`src/rtl/video_pkg.sv`:
```
// video_pkg: shared 640x480@60 raster constants and the coordinate type used by the
// timing generator and the downstream pattern stages.
package video_pkg;

  localparam int unsigned H_ACTIVE = 640;
  localparam int unsigned H_FP     = 16;
  localparam int unsigned H_SYNC   = 96;
  localparam int unsigned H_BP     = 48;
  localparam int unsigned H_TOTAL  = H_ACTIVE + H_FP + H_SYNC + H_BP;

  localparam int unsigned V_ACTIVE = 480;
  localparam int unsigned V_FP     = 10;
  localparam int unsigned V_SYNC   = 2;
  localparam int unsigned V_BP     = 33;
  localparam int unsigned V_TOTAL  = V_ACTIVE + V_FP + V_SYNC + V_BP;

  localparam logic HS_POL = 1'b0;
  localparam logic VS_POL = 1'b0;

  localparam int unsigned CNT_W       = 10;
  localparam int unsigned FRAME_CNT_W = 16;

  typedef logic [CNT_W-1:0] coord_t;

endpackage

```
`src/rtl/video_timing_gen_wrap_counter.sv`:
```
// wrap_counter: modulo-MODULUS up-counter advancing on ce; wrap is high in the
// enabled cycle that returns the count to zero.
module wrap_counter #(
  parameter int unsigned MODULUS = 800,
  parameter int unsigned W       = 10
) (
  input  logic         clk,
  input  logic         rst,
  input  logic         ce,
  output logic [W-1:0] cnt,
  output logic         wrap
);

  logic [W-1:0] cnt_q, cnt_d;

  // Next count and terminal-count wrap indication
  always_comb begin
    cnt_d = cnt_q;
    wrap  = 1'b0;
    if (ce) begin
      if (cnt_q == W'(MODULUS - 1)) begin
        cnt_d = '0;
        wrap  = 1'b1;
      end else begin
        cnt_d = cnt_q + W'(1);
      end
    end
  end

  // Count register; loads every cycle so the hold path comes from cnt_d
  always_ff @(posedge clk) begin
    if (rst) begin
      cnt_q <= '0;
    end else begin
      cnt_q <= cnt_d;
    end
  end

  assign cnt = cnt_q;

endmodule

```
`src/rtl/video_timing_gen.sv`:
```
// video_timing_gen: 640x480@60 raster timing (coordinates, DE, syncs, strobes).
// Optional 16-bit frame counter port enabled by defining VIDEO_TIMING_FRAME_CNT_EN.
module video_timing_gen
  import video_pkg::*;
(
  input  logic   clk,
  input  logic   rst,
  input  logic   pix_ce,
  output coord_t x,
  output coord_t y,
  output logic   vde,
  output logic   hsync,
  output logic   vsync,
  output logic   line_start,
  output logic   frame_start
`ifdef VIDEO_TIMING_FRAME_CNT_EN
  ,
  output logic [FRAME_CNT_W-1:0] frame_cnt
`endif
);

  // Raster totals must fit the 10-bit counters
  if (H_TOTAL > 1024 || V_TOTAL > 1024) begin : g_size_check
    $error("video_timing_gen: H_TOTAL/V_TOTAL exceed 10-bit counter range");
  end

  localparam coord_t H_ACT    = CNT_W'(H_ACTIVE);
  localparam coord_t V_ACT    = CNT_W'(V_ACTIVE);
  localparam coord_t HS_START = CNT_W'(H_ACTIVE + H_FP);
  localparam coord_t HS_END   = CNT_W'(H_ACTIVE + H_FP + H_SYNC);
  localparam coord_t VS_START = CNT_W'(V_ACTIVE + V_FP);
  localparam coord_t VS_END   = CNT_W'(V_ACTIVE + V_FP + V_SYNC);

  coord_t h_cnt, v_cnt;
  logic   h_wrap, v_wrap, v_ce;

  assign v_ce = pix_ce & h_wrap;

  wrap_counter #(.MODULUS(H_TOTAL), .W(CNT_W)) u_h_cnt (
    .clk  (clk),
    .rst  (rst),
    .ce   (pix_ce),
    .cnt  (h_cnt),
    .wrap (h_wrap)
  );

  wrap_counter #(.MODULUS(V_TOTAL), .W(CNT_W)) u_v_cnt (
    .clk  (clk),
    .rst  (rst),
    .ce   (v_ce),
    .cnt  (v_cnt),
    .wrap (v_wrap)
  );

  coord_t x_q, x_d, y_q, y_d;
  logic   vde_q, vde_d, hsync_q, hsync_d, vsync_q, vsync_d;
  logic   line_start_q, line_start_d, frame_start_q, frame_start_d;
`ifdef VIDEO_TIMING_FRAME_CNT_EN
  logic [FRAME_CNT_W-1:0] frame_cnt_q, frame_cnt_d;
`endif

  // Decode the current counter position into the next output values
  always_comb begin
    x_d           = x_q;
    y_d           = y_q;
    vde_d         = vde_q;
    hsync_d       = hsync_q;
    vsync_d       = vsync_q;
    line_start_d  = 1'b0;
    frame_start_d = 1'b0;
`ifdef VIDEO_TIMING_FRAME_CNT_EN
    frame_cnt_d   = frame_cnt_q;
`endif
    if (pix_ce) begin
      x_d           = h_cnt;
      y_d           = v_cnt;
      vde_d         = (h_cnt < H_ACT) && (v_cnt < V_ACT);
      hsync_d       = ((h_cnt >= HS_START) && (h_cnt < HS_END)) ? HS_POL : ~HS_POL;
      vsync_d       = ((v_cnt >= VS_START) && (v_cnt < VS_END)) ? VS_POL : ~VS_POL;
      line_start_d  = (h_cnt == '0);
      frame_start_d = (h_cnt == '0) && (v_cnt == '0);
`ifdef VIDEO_TIMING_FRAME_CNT_EN
      if ((h_cnt == '0) && (v_cnt == '0)) begin
        frame_cnt_d = frame_cnt_q + FRAME_CNT_W'(1);
      end
`endif
    end
  end

  // Output registers; reset presents the deasserted blanking state at (0,0)
  always_ff @(posedge clk) begin
    if (rst) begin
      x_q           <= '0;
      y_q           <= '0;
      vde_q         <= 1'b0;
      hsync_q       <= ~HS_POL;
      vsync_q       <= ~VS_POL;
      line_start_q  <= 1'b0;
      frame_start_q <= 1'b0;
`ifdef VIDEO_TIMING_FRAME_CNT_EN
      frame_cnt_q   <= '0;
`endif
    end else begin
      x_q           <= x_d;
      y_q           <= y_d;
      vde_q         <= vde_d;
      hsync_q       <= hsync_d;
      vsync_q       <= vsync_d;
      line_start_q  <= line_start_d;
      frame_start_q <= frame_start_d;
`ifdef VIDEO_TIMING_FRAME_CNT_EN
      frame_cnt_q   <= frame_cnt_d;
`endif
    end
  end

  assign x           = x_q;
  assign y           = y_q;
  assign vde         = vde_q;
  assign hsync       = hsync_q;
  assign vsync       = vsync_q;
  assign line_start  = line_start_q;
  assign frame_start = frame_start_q;
`ifdef VIDEO_TIMING_FRAME_CNT_EN
  assign frame_cnt   = frame_cnt_q;
`endif

  // v_wrap marks end of frame; frame_start is decoded from the counters instead
  logic unused_ok;
  assign unused_ok = v_wrap;

endmodule

```
`config.mk`:
```
export PLATFORM = sky130hd
export DESIGN_NAME = video_timing_gen
export DESIGN_NICKNAME = d
export VERILOG_FILES = /design/src/rtl/video_pkg.sv /design/src/rtl/video_timing_gen_wrap_counter.sv /design/src/rtl/video_timing_gen.sv
export SDC_FILE = /design/constraint.sdc
export NUM_CORES = 1
export LEC_CHECK = 0
export ABC_AREA = 1
export BUFFER_PORTS_ARGS = -buffer_cell sky130_fd_sc_hd__buf_4
export CAP_MARGIN = 10
export CORE_ASPECT_RATIO = 1.1
export CORE_MARGIN = 8
export CORE_UTILIZATION = 60
export CTS_CLUSTER_DIAMETER = 60
export DETAILED_ROUTE_END_ITERATION = 12
export PLACE_DENSITY = 0.81
export SETUP_SLACK_MARGIN = 0.3
export SYNTH_ARGS = -nofsm -noshare
export SYNTH_HDL_FRONTEND = slang
export SYNTH_HIERARCHICAL = 1
export SYNTH_SLANG_ARGS = --single-unit
```
`constraint.sdc`:
```
create_clock -name clk -period 4.7 [get_ports clk]
set_clock_uncertainty 0.15 [all_clocks]
set_input_delay 0.235 -clock clk [delete_from_list [all_inputs] [get_ports clk]]
set_output_delay 0.235 -clock clk [all_outputs]
set_load 0.05 [all_outputs]
```
==> reports/metrics.csv, run 1 <==
stage,metric,value,unit
cts,htree depth,2,
timing,Slew @ Worst Pin,0.5709,ns
synth,post-synth design cell area,2057,µm²
detailed_routing,routed len/inst,12.58,µm
timing,# setup viols final,0,
timing,unrepaired setup endpoints after global routing,false,
place,dpl hpwl,3.222,mm
setup_path,CP max FO,5,
outcome,outcome,"finished, final reports clean",
setup_path,Worst Setup End Kind,flop,
die,initial core utilization,0.6227,
layout,Final #Nets,322,
setup_path,Critical Path RT,4.82,ns
synth,"Seq/Total Area, Yosys",0.4380,
power_and_ir_drop,PwrDens,290.7,nW/µm²
global_route,largest net degree at the start of global routing,39,
setup_path,CP Buf/Inv Count,3,
layout,"most common cell after layout, fill and taps aside",nor2_1,
detailed_routing,Detailed Route Iter0 Violations,135,
setup_path,crit path kind,reg2reg,
global_route,grt ovf,0,
cts,CTS Buffer Depth,2,
die,total I/O pin count,28,
die,Cell Rows,22,
die,die outline height,77.41,µm
synth,Gate Count Post-Synth,288,
setup_path,crit-path most repeated cell,nor2_2,
setup_path,crit path cell chain,"ha_1, nand2_1, nor2_2, nand2_2, nor2_2, nand2_1, inv_1, inv_2, nor2_1, nand3_1, nor2_2, nor2_1, inv_2, nor2_2",
detailed_routing,total vias in the final route,1827,
timing,Fmax,0.4788,GHz
detailed_routing,Detail Route Antenna Nets,0,
place,Final GP Congestion,0.9174,
global_route,number of global-route vias before repair,1808,
timing,setup TNS,0,ns
global_route,global-route wire length before repair,7.907,mm
synth,Synth area leaders,"dfxtp_1, nor2_1, nand2_1",
power_and_ir_drop,Max VDD drop,0.2347,mV
detailed_routing,met1 WL,1.900,mm
layout,Final Instance Area,2341,µm²
detailed_routing,drt first pass iters,4,
synth,Yosys cell types,25,
detailed_routing,post-route DRC violation count,0,
setup_path,CP Launch Type,flop,
die,Die Wd,71.83,µm
place,placed cell area,2271,µm²
layout,Syn-to-layout area delta,13.81,%
cts,CTS resizes,0,
layout,Post-Layout Cell Count,353,
place,I/O Buffers,27,
setup_path,Critical Path AT,2.21,ns
timing,"Min Clock Period, post-route",2.088,ns
cts,TritonCTS clock tree,built,
cts,CTS buffer count,5,
hold_path,Hold Path Class,in2reg,
timing,period utilization,0.4443,
detailed_routing,DRT Wirelength,4.442,mm
layout,most frequent cells in the layout,"nor2_1, nand2_1, dfxtp_1, inv_1, buf_4",
synth,Synth Net Count,294,
synth,Synth area leader,dfxtp_1,
die,DIE AREA,5560,µm²
global_route,initial antenna violation count,0,
layout,diode count,0,
timing,Final Max Slew Viols,0,
detailed_routing,DR WL met3,176,µm
timing,Final Hold Viols,0,
layout,fraction of layout cells with a size suffix above 1,0.2177,
cts,Clock Latency Late Sink,0.36,ns
synth,syn avg cell area,7.142,µm²
setup_path,Worst path top cell family by delay,simple AND/OR/NAND/NOR gates,
synth,Yosys Warn Count,6,
synth,"flops & latches, synth",45,
place,dpl cells,344,
synth,Yosys top cell area share,0.4380,
timing,Max-Slew Margin vs Limit,0.6190,
setup_path,largest stage delay on the critical path,0.43,ns
cts,CTS sink cnt,45,
power_and_ir_drop,Leakage,1.055,nW
detailed_routing,DR top layer,met4,
cts,clk slew on worst S/H paths,0.14,ns
global_route,GRT Total Usage,0.1744,
detailed_routing,met2 WL,2.261,mm
die,Core Footprint,3303,µm²
run,max_cap viols,0,
setup_path,highest-delay cell along the critical path,dfxtp_1,
cts,Root Buffer,clkbuf_4,
detailed_routing,via density per instance,5.176,
## flip-flops by register name (all words and copies together) (netlist names)
name	flops
x	10
vsync	1
u_h_cnt/cnt	10
hsync	1
u_v_cnt/cnt	10
y	10
frame_start	1
line_start	1
vde	1
## layout make-up
type / count / area (µm²)
clock inverters: 3 / 22.52
flip-flops and latches: 45 / 900.9
fillers: 281 / 962.2
clock buffers: 5 / 37.54
multi-input cells: 200 / 987.2
inverters: 36 / 135.1
repair buffers: 28 / 212.7
well taps: 36 / 45.04
## power by group
group	leakage [nW]	switching, W	internal [W]
logic	0.653	0.0000666	0.0000251
registers	0.367	0.00000661	0.000394
clock network	0.0352	0.000129	0.0000594
## cells by family after synthesis
| kind of cell | synth area share |
|---|---|
| buf+inv | 0.08212 |
| compound gates | 0.1052 |
| xor+xnor | 0.02981 |
| flops | 0.4380 |
| simple gates | 0.3266 |
| fa+ha+maj | 0.01825 |
## cells in the mapped netlist
cell type,count
xnor2_1,1
buf_1,1
nor2_2,11
nand2_1,47
dfxtp_1,45
o21ai_0,23
a21oi_1,13
o21ai_2,2
nor3_2,1
nor3_1,5
clkbuf_1,2
inv_1,29
nor2_1,59
nand3_1,11
nand2_2,8
inv_2,7
or2_2,1
ha_1,3
xor2_1,6
buf_2,3
nand4_1,4
buf_4,1
a211oi_1,1
o21bai_2,1
nor2_4,3
## layer usage
layer,track usage,vias up
li1,-,954
met1,0.1804,824
met2,0.3130,39
met3,0.04756,10
met4,0.08793,0
met5,0,-
## worst reg2reg max path: cells and delay by family, from the launching register on
kind / cells / cell delay [ns]
and+or+nand+nor: 10 / 0.91
adders and majority gates: 1 / 0.21
buffers and inverters: 3 / 0.32
DFF: 1 / 0.43
## through the flow
step            power, W  hold slack [ns]  setup WS (ns)    util
2_1_floorplan  0.0004730           0.1541          2.864       -
3_3_place_gp   0.0004995           0.3081          2.733  0.6875
3_5_place_dp   0.0005004           0.3106          2.636  0.6875
4_1_cts        0.0006871           0.1165          2.613  0.7087
5_1_grt        0.0007118           0.1203          2.406  0.7087
6_report       0.0006806           0.1270          2.612  0.7087
## path summary, 6_finish.rpt
check                           slack (ns)             end  cells past startpoint      startpoint
worst max-delay path                  2.61  u_v_cnt/cnt[0]                     14  u_h_cnt/cnt[0]
worst min-delay path                  0.13            y[6]                      2          pix_ce
worst max register to register        2.61  u_v_cnt/cnt[0]                     14  u_h_cnt/cnt[0]
worst min register to register        0.33             vde                      2             vde
## timing repair
action / 4_1_cts / 5_1_grt
hold buffers: 1 / 0
endpoints found under the hold margin: 5 / 0
buffers inserted: 0 / 0
Power figures use the tool's default switching activity.
==> run 2: changes to the inputs <==
--- a/config.mk
+++ b/config.mk
@@ -10,10 +10,10 @@
 export CAP_MARGIN = 10
 export CORE_ASPECT_RATIO = 1.1
 export CORE_MARGIN = 8
-export CORE_UTILIZATION = 60
+export CORE_UTILIZATION = 56
 export CTS_CLUSTER_DIAMETER = 60
 export DETAILED_ROUTE_END_ITERATION = 12
-export PLACE_DENSITY = 0.81
+export PLACE_DENSITY = 0.76
 export SETUP_SLACK_MARGIN = 0.3
 export SYNTH_ARGS = -nofsm -noshare
 export SYNTH_HDL_FRONTEND = slang
==> constraint.sdc (replaced) <==
create_clock -name clk -period 2 [get_ports clk]
set_clock_uncertainty 0.15 [all_clocks]
set_input_delay 0.1 -clock clk [delete_from_list [all_inputs] [get_ports clk]]
set_output_delay 0.1 -clock clk [all_outputs]
set_load 0.05 [all_outputs]
==> reports/metrics.csv, run 2 (synthesis results as in run 1) <==
stage,metric,value,unit
timing,Fmax,0.5608,GHz
power_and_ir_drop,Switching Share,0.2766,
detailed_routing,DRT Wirelength,4.626,mm
global_route,global-route wire length before repair,8.010,mm
detailed_routing,Detailed Route Iter0 Violations,102,
die,Die Wd,73.79,µm
timing,setup TNS,0,ns
timing,Final Hold Viols,0,
detailed_routing,post-route DRC violation count,0,
setup_path,CP Launch Type,flop,
cts,CTS sink cnt,45,
place,Final GP Congestion,0.8795,
die,die outline height,79.57,µm
place,I/O Buffers,27,
timing,period utilization,0.8915,
setup_path,crit-path most repeated cell,nor2_4,
power_and_ir_drop,total chip power,0.001713,W
cts,CTS buffer count,5,
global_route,initial antenna violation count,0,
detailed_routing,via density per instance,4.955,
cts,clk slew on worst S/H paths,0.08,ns
die,Cell Rows,23,
timing,Max-Slew Margin vs Limit,0.7593,
setup_path,CP Buf/Inv Count,2,
setup_path,CP max FO,3,
power_and_ir_drop,Max VDD drop,0.4285,mV
die,Core Footprint,3597,µm²
power_and_ir_drop,Sw Pwr,0.0004738,W
layout,Syn-to-layout area delta,22.99,%
layout,Final #Nets,334,
power_and_ir_drop,Clk pwr share,0.318,
global_route,GRT Total Usage,0.1716,
power_and_ir_drop,part of the power in registers,0.548,
setup_path,Critical Path AT,1.82,ns
hold_path,hold path depth,3,
global_route,grt ovf,0,
detailed_routing,drt first pass iters,4,
cts,htree depth,2,
setup_path,crit path kind,reg2reg,
layout,diode count,0,
setup_path,highest-delay cell along the critical path,dfxtp_4,
setup_path,largest stage delay on the critical path,0.37,ns
timing,"Min Clock Period, post-route",1.783,ns
timing,# setup viols final,0,
timing,unrepaired setup endpoints after global routing,true,
cts,Clock Latency Late Sink,0.29,ns
run,max_cap viols,0,
die,initial core utilization,0.5718,
timing,Slew @ Worst Pin,0.3607,ns
global_route,largest net degree at the start of global routing,25,
setup_path,Worst path top cell family by delay,simple AND/OR/NAND/NOR gates,
setup_path,FF-to-FF path depth,13,
place,dpl cells,364,
power_and_ir_drop,cell internal pwr,0.001239,W
place,dpl hpwl,3.326,mm
layout,# fillers,314,
global_route,number of global-route vias before repair,1809,
timing,Final Max Slew Viols,0,
setup_path,Worst Setup End Kind,flop,
detailed_routing,total vias in the final route,1878,
place,pre-CTS setup slack,0.1485,ns
cts,CTS Buffer Depth,2,
hold_path,Hold Path Class,in2reg,
layout,"most common cell after layout, fill and taps aside",nor2_1,
power_and_ir_drop,Comb power frac,0.133,
cts,Root Buffer,clkbuf_8,
setup_path,crit path cell chain,"ha_4, nand2_4, nor2_4, nand2_2, nor2_4, nand2_1, inv_2, buf_4, nand2_4, nor2_4, nand2_2, xor2_1, nor2_1",
layout,fraction of layout cells with a size suffix above 1,0.2705,
power_and_ir_drop,Leakage,1.171,nW
detailed_routing,routed len/inst,12.21,µm
power_and_ir_drop,PwrDens,677.2,nW/µm²
setup_path,stages on the worst setup path,13,
layout,most frequent cells in the layout,"nor2_1, nand2_1, dfxtp_1, buf_4, inv_1",
layout,"Core Util, Final",0.7033,
cts,TritonCTS clock tree,built,
outcome,outcome,"finished, final reports clean",
die,total I/O pin count,28,
die,DIE AREA,5871,µm²
detailed_routing,Detail Route Antenna Nets,0,
layout,Post-Layout Cell Count,379,
setup_path,Critical Path RT,2.03,ns
timing,Final WS setup,0.2169,ns
[run 2: changes by cell type in the layout (fill, tap and decap cells not counted), moves of 2 or more]
| cell | previous run | this run |
|---|---|---|
| buf_4 | 27 | 39 |
| nor2_4 | 3 | 5 |
| clkinv_4 | 2 | 0 |
| clkbuf_8 | 0 | 5 |
| nand2_1 | 47 | 45 |
| dfxtp_4 | 0 | 2 |
| nand2_4 | 0 | 3 |
| nor2_1 | 59 | 56 |
| dfxtp_1 | 45 | 42 |
| clkbuf_4 | 5 | 0 |
| clkbuf_1 | 0 | 2 |
[run 2: final timing paths]
| kind | endpoint | from | slack (ns) |
|---|---|---|---|
| setup / recovery | u_v_cnt/cnt[6] | u_h_cnt/cnt[1] | 0.22 |
| hold / removal | u_h_cnt/cnt[0] | pix_ce | 0.02 |
| setup reg to reg | u_v_cnt/cnt[6] | u_h_cnt/cnt[1] | 0.22 |
| hold reg to reg | vde | vde | 0.34 |
[run 2: cell type report]
cell class | count | area [µm²] | share of cell area
sequential | 45 | 909.6 | 0.3595
inverter | 36 | 135.1 | 0.05341
timing repair buffer | 40 | 302.8 | 0.1197
clock inverter | 1 | 6.256 | 0.002473
multi-input combinational | 200 | 1037 | 0.4100
tap | 50 | 62.56 | 0.02473
clock buffer | 7 | 76.32 | 0.03017
[run 2: power groups by stage]
stage | Combinational, W | Clock [W] | Sequential [W]
4_1_cts | 0.000230 | 0.000560 | 0.000939
3_3_place_gp | 0.000218 | 0 | 0.000962
6_report | 0.000229 | 0.000546 | 0.000939
3_5_place_dp | 0.000220 | 0 | 0.000962
5_1_grt | 0.000247 | 0.000599 | 0.000943
2_1_floorplan | 0.0000643 | 0 | 0.00105
[run 2: repair_timing]
item,4_1_cts,5_1_grt
endpoints found under the hold margin,11,0
hold buffers,1,0
buffers inserted,6,0
pin swaps,6,6
gates cloned,0,0
setup endpoints to repair,10,10
gates resized for setup,6,4
[run 2: worst reg2reg max path: cells and delay by family (launching register included)]
family	cells	cell delay [ns]
buffers and inverters	2	0.21
XOR/XNOR	1	0.13
adder cells (fa/ha/maj)	1	0.14
flip-flops	1	0.37
AND/OR/NAND/NOR	9	0.69
[run 2: per-stage QoR]
stage | instance area [µm²] | hold WS [ns]
2_1_floorplan | 2079 | 0.009357
3_3_place_gp | 2356 | 0.2532
3_5_place_dp | 2356 | 0.2571
4_1_cts | 2519 | 0.01884
5_1_grt | 2530 | 0.05200
6_report | 2530 | 0.02384
[run 2: metal layers]
metal | vias to the layer above | wire length [µm] | track usage
met2 | 28 | 2331 | 0.3035
met3 | 6 | 154 | 0.04397
met5 | - | 0 | 0
met1 | 869 | 2072 | 0.1897
li1 | 975 | - | -
met4 | 0 | 66 | 0.06600
